File: config.mk
export PLATFORM = sky130hd
export DESIGN_NAME = uart_rx_capture
export DESIGN_NICKNAME = d
export VERILOG_FILES = /design/src/rtl/uart_pkg.sv /design/src/rtl/uart_rx_fifo.sv /design/src/rtl/uart_rx_capture.sv
export SDC_FILE = /design/constraint.sdc
export NUM_CORES = 1
export LEC_CHECK = 0
export BUFFER_PORTS_ARGS = -buffer_cell sky130_fd_sc_hd__buf_2
export CAP_MARGIN = 5
export CORE_MARGIN = 1.5
export CORE_UTILIZATION = 40
export CTS_CLUSTER_DIAMETER = 150
export DETAILED_ROUTE_END_ITERATION = 12
export MAX_ROUTING_LAYER = met4
export SLEW_MARGIN = 20
export SYNTH_ARGS = -nofsm -noshare
export SYNTH_HDL_FRONTEND = slang
export SYNTH_SLANG_ARGS = --single-unit
export TNS_END_PERCENT = 20
File: constraint.sdc
create_clock -name clock -period 3.16 [get_ports clock]
set_input_delay 0.632 -clock clock [delete_from_list [all_inputs] [get_ports clock]]
set_output_delay 0.632 -clock clock [all_outputs]
set_load 0.01 [all_outputs]
File: src/rtl/uart_pkg.sv
// Shared types and constants for the UART receive path.
package uart_pkg;

    typedef enum logic [2:0] {
        IDLE,
        START,
        DATA,
        PARITY,
        STOP,
        BREAK
    } uart_state_t;

    localparam int UART_DATA_BITS            = 8;
    localparam int UART_CLKS_PER_BIT_DEFAULT = 4167;

endpackage

File: src/rtl/uart_rx_fifo.sv
// Small first-word-fall-through FIFO; head entry is presented whenever not empty.
module uart_rx_fifo #(
    parameter int DATA_W = 8,
    parameter int DEPTH  = 4
) (
    input  logic                       clk,
    input  logic                       rst_n,
    input  logic                       i_push,
    input  logic [DATA_W-1:0]          i_data,
    input  logic                       i_pop,
    output logic [DATA_W-1:0]          o_data,
    output logic                       o_empty,
    output logic                       o_full,
    output logic [$clog2(DEPTH):0]     o_count,
    output logic                       o_overrun
);

    localparam int PTR_W = $clog2(DEPTH);
    localparam int CNT_W = PTR_W + 1;

    logic [DATA_W-1:0] r_mem [DEPTH];
    logic [PTR_W-1:0]  r_wr_ptr;
    logic [PTR_W-1:0]  r_rd_ptr;
    logic [CNT_W-1:0]  r_count;
    logic              r_overrun;

    logic w_full;
    logic w_empty;
    logic w_do_pop;
    logic w_do_push;

    assign w_full    = (r_count == CNT_W'(DEPTH));
    assign w_empty   = (r_count == '0);
    assign w_do_pop  = i_pop && !w_empty;
    // A pop in the same cycle frees the slot, so a push into a full FIFO still lands.
    assign w_do_push = i_push && (!w_full || w_do_pop);

    always_ff @(posedge clk) begin
        if (w_do_push) begin
            r_mem[r_wr_ptr] <= i_data;
        end
    end

    always_ff @(posedge clk or negedge rst_n) begin
        if (!rst_n) begin
            r_wr_ptr  <= '0;
            r_rd_ptr  <= '0;
            r_count   <= '0;
            r_overrun <= 1'b0;
        end else begin
            r_overrun <= i_push && w_full && !w_do_pop;
            if (w_do_push) begin
                r_wr_ptr <= r_wr_ptr + PTR_W'(1);
            end
            if (w_do_pop) begin
                r_rd_ptr <= r_rd_ptr + PTR_W'(1);
            end
            case ({w_do_push, w_do_pop})
                2'b10:   r_count <= r_count + CNT_W'(1);
                2'b01:   r_count <= r_count - CNT_W'(1);
                default: r_count <= r_count;
            endcase
        end
    end

    assign o_data    = w_empty ? '0 : r_mem[r_rd_ptr];
    assign o_empty   = w_empty;
    assign o_full    = w_full;
    assign o_count   = r_count;
    assign o_overrun = r_overrun;

endmodule

File: src/rtl/uart_rx_capture.sv
// 8N1 UART receiver feeding a FWFT FIFO; define UART_RX_PARITY_EN for 8E1 with parity check.
module uart_rx_capture
    import uart_pkg::*;
#(
    parameter int CLKS_PER_BIT = UART_CLKS_PER_BIT_DEFAULT,
    parameter int FIFO_DEPTH   = 4
) (
    input  logic                          clock,
    input  logic                          resetb,
    input  logic                          ser_rx,
    output logic [UART_DATA_BITS-1:0]     rx_data,
    output logic                          rx_valid,
    input  logic                          rx_ready,
    output logic [$clog2(FIFO_DEPTH):0]   fifo_count,
    output logic                          frame_err,
    output logic                          overrun,
    output logic                          busy
);

    localparam int                CNT_W     = $clog2(CLKS_PER_BIT);
    localparam logic [CNT_W-1:0]  HALF_LAST = CNT_W'(CLKS_PER_BIT / 2 - 1);
    localparam logic [CNT_W-1:0]  FULL_LAST = CNT_W'(CLKS_PER_BIT - 1);
    localparam logic [2:0]        LAST_BIT  = 3'(UART_DATA_BITS - 1);

    logic [1:0]                r_sync;
    uart_state_t               r_state;
    logic [CNT_W-1:0]          r_baud_cnt;
    logic [2:0]                r_bit_cnt;
    logic [UART_DATA_BITS-1:0] r_shift;
    logic                      r_frame_err;

    uart_state_t               w_state_next;
    logic [CNT_W-1:0]          w_cnt_next;
    logic [2:0]                w_bit_next;
    logic [UART_DATA_BITS-1:0] w_shift_next;
    logic                      w_frame_err_next;
    logic                      w_push;
    logic                      w_rxs;
    logic                      w_half_tick;
    logic                      w_full_tick;
    logic                      w_empty;
    logic                      w_fifo_full;

`ifdef UART_RX_PARITY_EN
    logic r_par_err;
    logic w_par_err_next;
`endif

    assign w_rxs       = r_sync[1];
    assign w_half_tick = (r_baud_cnt == HALF_LAST);
    assign w_full_tick = (r_baud_cnt == FULL_LAST);

    always_comb begin
        w_state_next     = r_state;
        w_cnt_next       = r_baud_cnt + CNT_W'(1);
        w_bit_next       = r_bit_cnt;
        w_shift_next     = r_shift;
        w_frame_err_next = 1'b0;
        w_push           = 1'b0;
`ifdef UART_RX_PARITY_EN
        w_par_err_next   = r_par_err;
`endif
        case (r_state)
            IDLE: begin
                w_cnt_next = '0;
                if (!w_rxs) begin
                    w_state_next = START;
                end
            end
            START: begin
                if (w_half_tick) begin
                    w_cnt_next   = '0;
                    w_bit_next   = '0;
                    w_state_next = w_rxs ? IDLE : DATA;
                end
            end
            DATA: begin
                if (w_full_tick) begin
                    w_cnt_next   = '0;
                    w_shift_next = {w_rxs, r_shift[UART_DATA_BITS-1:1]};
                    w_bit_next   = r_bit_cnt + 3'd1;
                    if (r_bit_cnt == LAST_BIT) begin
`ifdef UART_RX_PARITY_EN
                        w_state_next = PARITY;
`else
                        w_state_next = STOP;
`endif
                    end
                end
            end
`ifdef UART_RX_PARITY_EN
            PARITY: begin
                if (w_full_tick) begin
                    w_cnt_next     = '0;
                    w_par_err_next = w_rxs ^ (^r_shift);
                    w_state_next   = STOP;
                end
            end
`endif
            STOP: begin
                if (w_full_tick) begin
                    w_cnt_next = '0;
                    if (w_rxs) begin
                        w_state_next = IDLE;
`ifdef UART_RX_PARITY_EN
                        w_push           = !r_par_err;
                        w_frame_err_next = r_par_err;
`else
                        w_push           = 1'b1;
`endif
                    end else begin
                        // Stop bit low: drop the byte and wait out a held-low line.
                        w_frame_err_next = 1'b1;
                        w_state_next     = BREAK;
                    end
                end
            end
            BREAK: begin
                w_cnt_next = '0;
                if (w_rxs) begin
                    w_state_next = IDLE;
                end
            end
            default: begin
                w_cnt_next   = '0;
                w_state_next = IDLE;
            end
        endcase
    end

    always_ff @(posedge clock or negedge resetb) begin
        if (!resetb) begin
            r_sync      <= 2'b11;
            r_state     <= IDLE;
            r_baud_cnt  <= '0;
            r_bit_cnt   <= '0;
            r_shift     <= '0;
            r_frame_err <= 1'b0;
        end else begin
            r_sync      <= {r_sync[0], ser_rx};
            r_state     <= w_state_next;
            r_baud_cnt  <= w_cnt_next;
            r_bit_cnt   <= w_bit_next;
            r_shift     <= w_shift_next;
            r_frame_err <= w_frame_err_next;
        end
    end

`ifdef UART_RX_PARITY_EN
    always_ff @(posedge clock or negedge resetb) begin
        if (!resetb) begin
            r_par_err <= 1'b0;
        end else begin
            r_par_err <= w_par_err_next;
        end
    end
`endif

    uart_rx_fifo #(
        .DATA_W (UART_DATA_BITS),
        .DEPTH  (FIFO_DEPTH)
    ) u_fifo (
        .clk       (clock),
        .rst_n     (resetb),
        .i_push    (w_push),
        .i_data    (r_shift),
        .i_pop     (rx_ready),
        .o_data    (rx_data),
        .o_empty   (w_empty),
        .o_full    (w_fifo_full),
        .o_count   (fifo_count),
        .o_overrun (overrun)
    );

    // Full status is reflected in fifo_count; the flag itself is not needed here.
    logic w_unused_full;
    assign w_unused_full = w_fifo_full;

    assign rx_valid  = !w_empty;
    assign frame_err = r_frame_err;
    assign busy      = (r_state != IDLE);

endmodule
==> run_results.csv <==
group,metric,value,unit
critical_path,crit_cells,3,
layout,antenna_cells,0,
clock_network,clock_latency,350,ps
synth,synth_flop_cell,"dfrtp_1",
synth,synth_cell_types,40,
clock_network,clk_pin_slew,80,ps
synth,postSynthCellCount,218,
timing,min_period,2590,ps
global_route,grt_pass1_wl,8760,um
synth,synth_edf_count,32,
clock_network,clock_path_buffers,2,
timing,period_share,0.819,
global_route,grt_max_degree,39,
layout,final_nets,259,
floorplanning,pin_count,19,
synth,synth_nets,232,
job,cap_violations,0,
layout,final_core_utilization,0.477,
pwr,max-vdd-ir-drop,0.171,mV
critical_path,arrival,1960,ps
clock_network,cts_tree,"done",
clock_network,cts_setup_buffers,0,
clock_network,clock-root-buffer,"clkbuf_8",
critical_path,r2r_end,"u_fifo.o_count[2]",
critical_path,slowest_stage,"dfrtp_1",
timing,hold_violations,0,
route,routed_wl,4960,um
timing,tns,0,ps
layout,drive_gt1_frac,0.252,
pwr,power,2060,uW
layout,layout_common_cells,"dfrtp_1 (36), edfxtp_1 (32), nor2_1 (19), buf_2 (18), nand2_1 (15)",
critical_path,crit_path_end,"rx_data[6]",
critical_path,r2r.worst_path.cells,12,
layout,layout_commonest_cell,"dfrtp_1",
clock_network,ctsHoldBuffers,0,
synth,async_flop_share,0.543,
synth,avgSynthCellArea,14.1,um2
synth,ys_seq_elements,70,
global_route,grt-ovfl-total,0,
floorplanning,core,0.00737,mm2
route,vias,1668,
timing,drv_slew,0,
pwr,power_density,586,mW/mm2
route,drt_pass1_iterations,4,
run_status,status,"finished, final reports clean",
placement,gp_congestion,0.695,
floorplanning,die-area,0.00823,mm2
timing,tightest_slew,848,ps
timing,maxClockFrequency,0.386,GHz
synth,yosys_warnings,0,
synth,netlist_area,0.00308,mm2
timing,max-slew-margin-rel,0.435,
synth,yosysSeqAreaShare,0.622,
timing,grt_setup_unrepaired,"no",
placement,postPlaceCellArea,0.00329,mm2
timing,setup-violations-final,0,
critical_path,r2r-start,"r_baud_cnt[0]",
route,wl_per_cell,14.2,um
critical_path,worstSetupPathType,"flip-flop to output pin",
critical_path,cpPeakStageDelay,720,ps
critical_path,cp_max_fo,10,
floorplanning,rows,31,
clock_network,post_cts_resized,0,
layout,finalInstanceArea,0.00351,mm2
global_route,grt_pass1_vias,1687,
route,ant_nets,0,
floorplanning,die_y,90.7,um
critical_path,cp.required,2530,ps
critical_path,critPathLaunchType,"flip-flop",
min_path,hold_class,"flip-flop to flip-flop",
critical_path,end_kind,"output pin",
clock_network,cts_buffers,9,
critical_path,crit_buf_inv,1,
floorplanning,die_w,90.7,um
critical_path,crit_family,"flip-flops",
global_route,antenna_found_initial,0,
placement,dp_hpwl,3230,um
critical_path,cp-startpoint,"u_fifo.r_rd_ptr[0]",
clock_network,clock_sinks,70,
route,route.detailed.drc,0,
floorplanning,start_util,0.418,
pwr,p_leak,0.00159,uW
timing,fin_skew,6.34,ps
critical_path,reg2reg_setup_slack,610,ps
global_route,track_usage,0.147,
layout,area_delta_synth_final,14.1,%
timing,timing.hold.ws,372,ps
route,post_drt_via_cell_ratio,4.78,
critical_path,crit_chain,"mux4_2 -> and2_1 -> buf_2",
route,first_iter_violations,31,
clock_network,htreeDepth,3,
placement,io_buffer_count,18,
==> per-stage QoR <==
step | setup WS, ps | cells
final | 571 | 349
after global routing | 248 | 349
after CTS | 506 | 349
after detailed placement | 418 | 333
after global placement | 459 | 333
after floorplan | 609 | 218
==> cell families after synthesis <==
group	after synthesis	share of synthesized area
AO/OA/AOI/OAI	10	0.0223
XOR/XNOR	18	0.0512
adder cells (fa/ha/maj)	10	0.0431
buffers and inverters	14	0.0179
flip-flops	70	0.622
multiplexers	20	0.102
AND/OR/NAND/NOR	76	0.142
==> state kept, by name, indices dropped and copies added (netlist names) <==
signal            cells
u_fifo.o_count        3
r_baud_cnt           13
u_fifo.r_rd_ptr       2
r_state               3
u_fifo.r_wr_ptr       2
r_shift               8
frame_err             1
u_fifo.r_mem         32
r_bit_cnt             3
u_fifo.o_overrun      1
r_sync                2
==> layer usage <==
layer  part of all wire  up-vias  wire (um)  track usage
met5                  0        -          0            -
met4              0.025        0        124       0.0794
met3              0.032       10        158       0.0455
met2               0.46       19       2270        0.207
met1               0.49      814       2410        0.189
li1                   -      825          -            -
==> cell type report <==
type	count	area, um2
Timing Repair Buffer	20	105
Sequential cell	70	1910
Clock inverter	7	97.6
Tap cell	99	124
Inverter	10	37.5
Fill cell	675	3860
Clock buffer	9	124
Multi-Input combinational cell	134	1110
==> cells in the mapped netlist (2+ instances only) <==
cell type,number,share of area
nand2_1,15,0.018
mux4_2,8,0.059
dfstp_2,2,0.017
edfxtp_1,32,0.31
nand4_1,3,0.0061
or3_1,2,0.0041
and2_1,13,0.026
mux2_2,11,0.040
nor3b_1,3,0.0073
nand3_1,3,0.0049
xnor2_1,10,0.028
nor3b_2,2,0.0081
clkbuf_1,2,0.0024
buf_2,2,0.0033
dfrtp_1,36,0.29
and3_1,5,0.010
o21ai_0,3,0.0049
ha_1,9,0.037
nor2_1,19,0.023
and3b_1,2,0.0057
inv_1,10,0.012
xor2_1,8,0.023
==> power breakdown <==
group	leakage (uW)	internal, uW	switching, uW
Combinational	0.000609	111	90.0
Sequential	0.000870	982	83.1
Clock	0.000106	446	345
==> worst min path at each step <==
stage	startpoint	endpoint	slack, ps	cells past startpoint
floorplan	resetb	frame_err	340	0
global placement	r_sync[0]	r_sync[1]	350	0
detailed placement	r_sync[0]	r_sync[1]	360	0
CTS	ser_rx	r_sync[0]	360	1
global route	ser_rx	r_sync[0]	360	1
finish	r_sync[0]	r_sync[1]	370	0
Power figures use the tool's default switching activity.
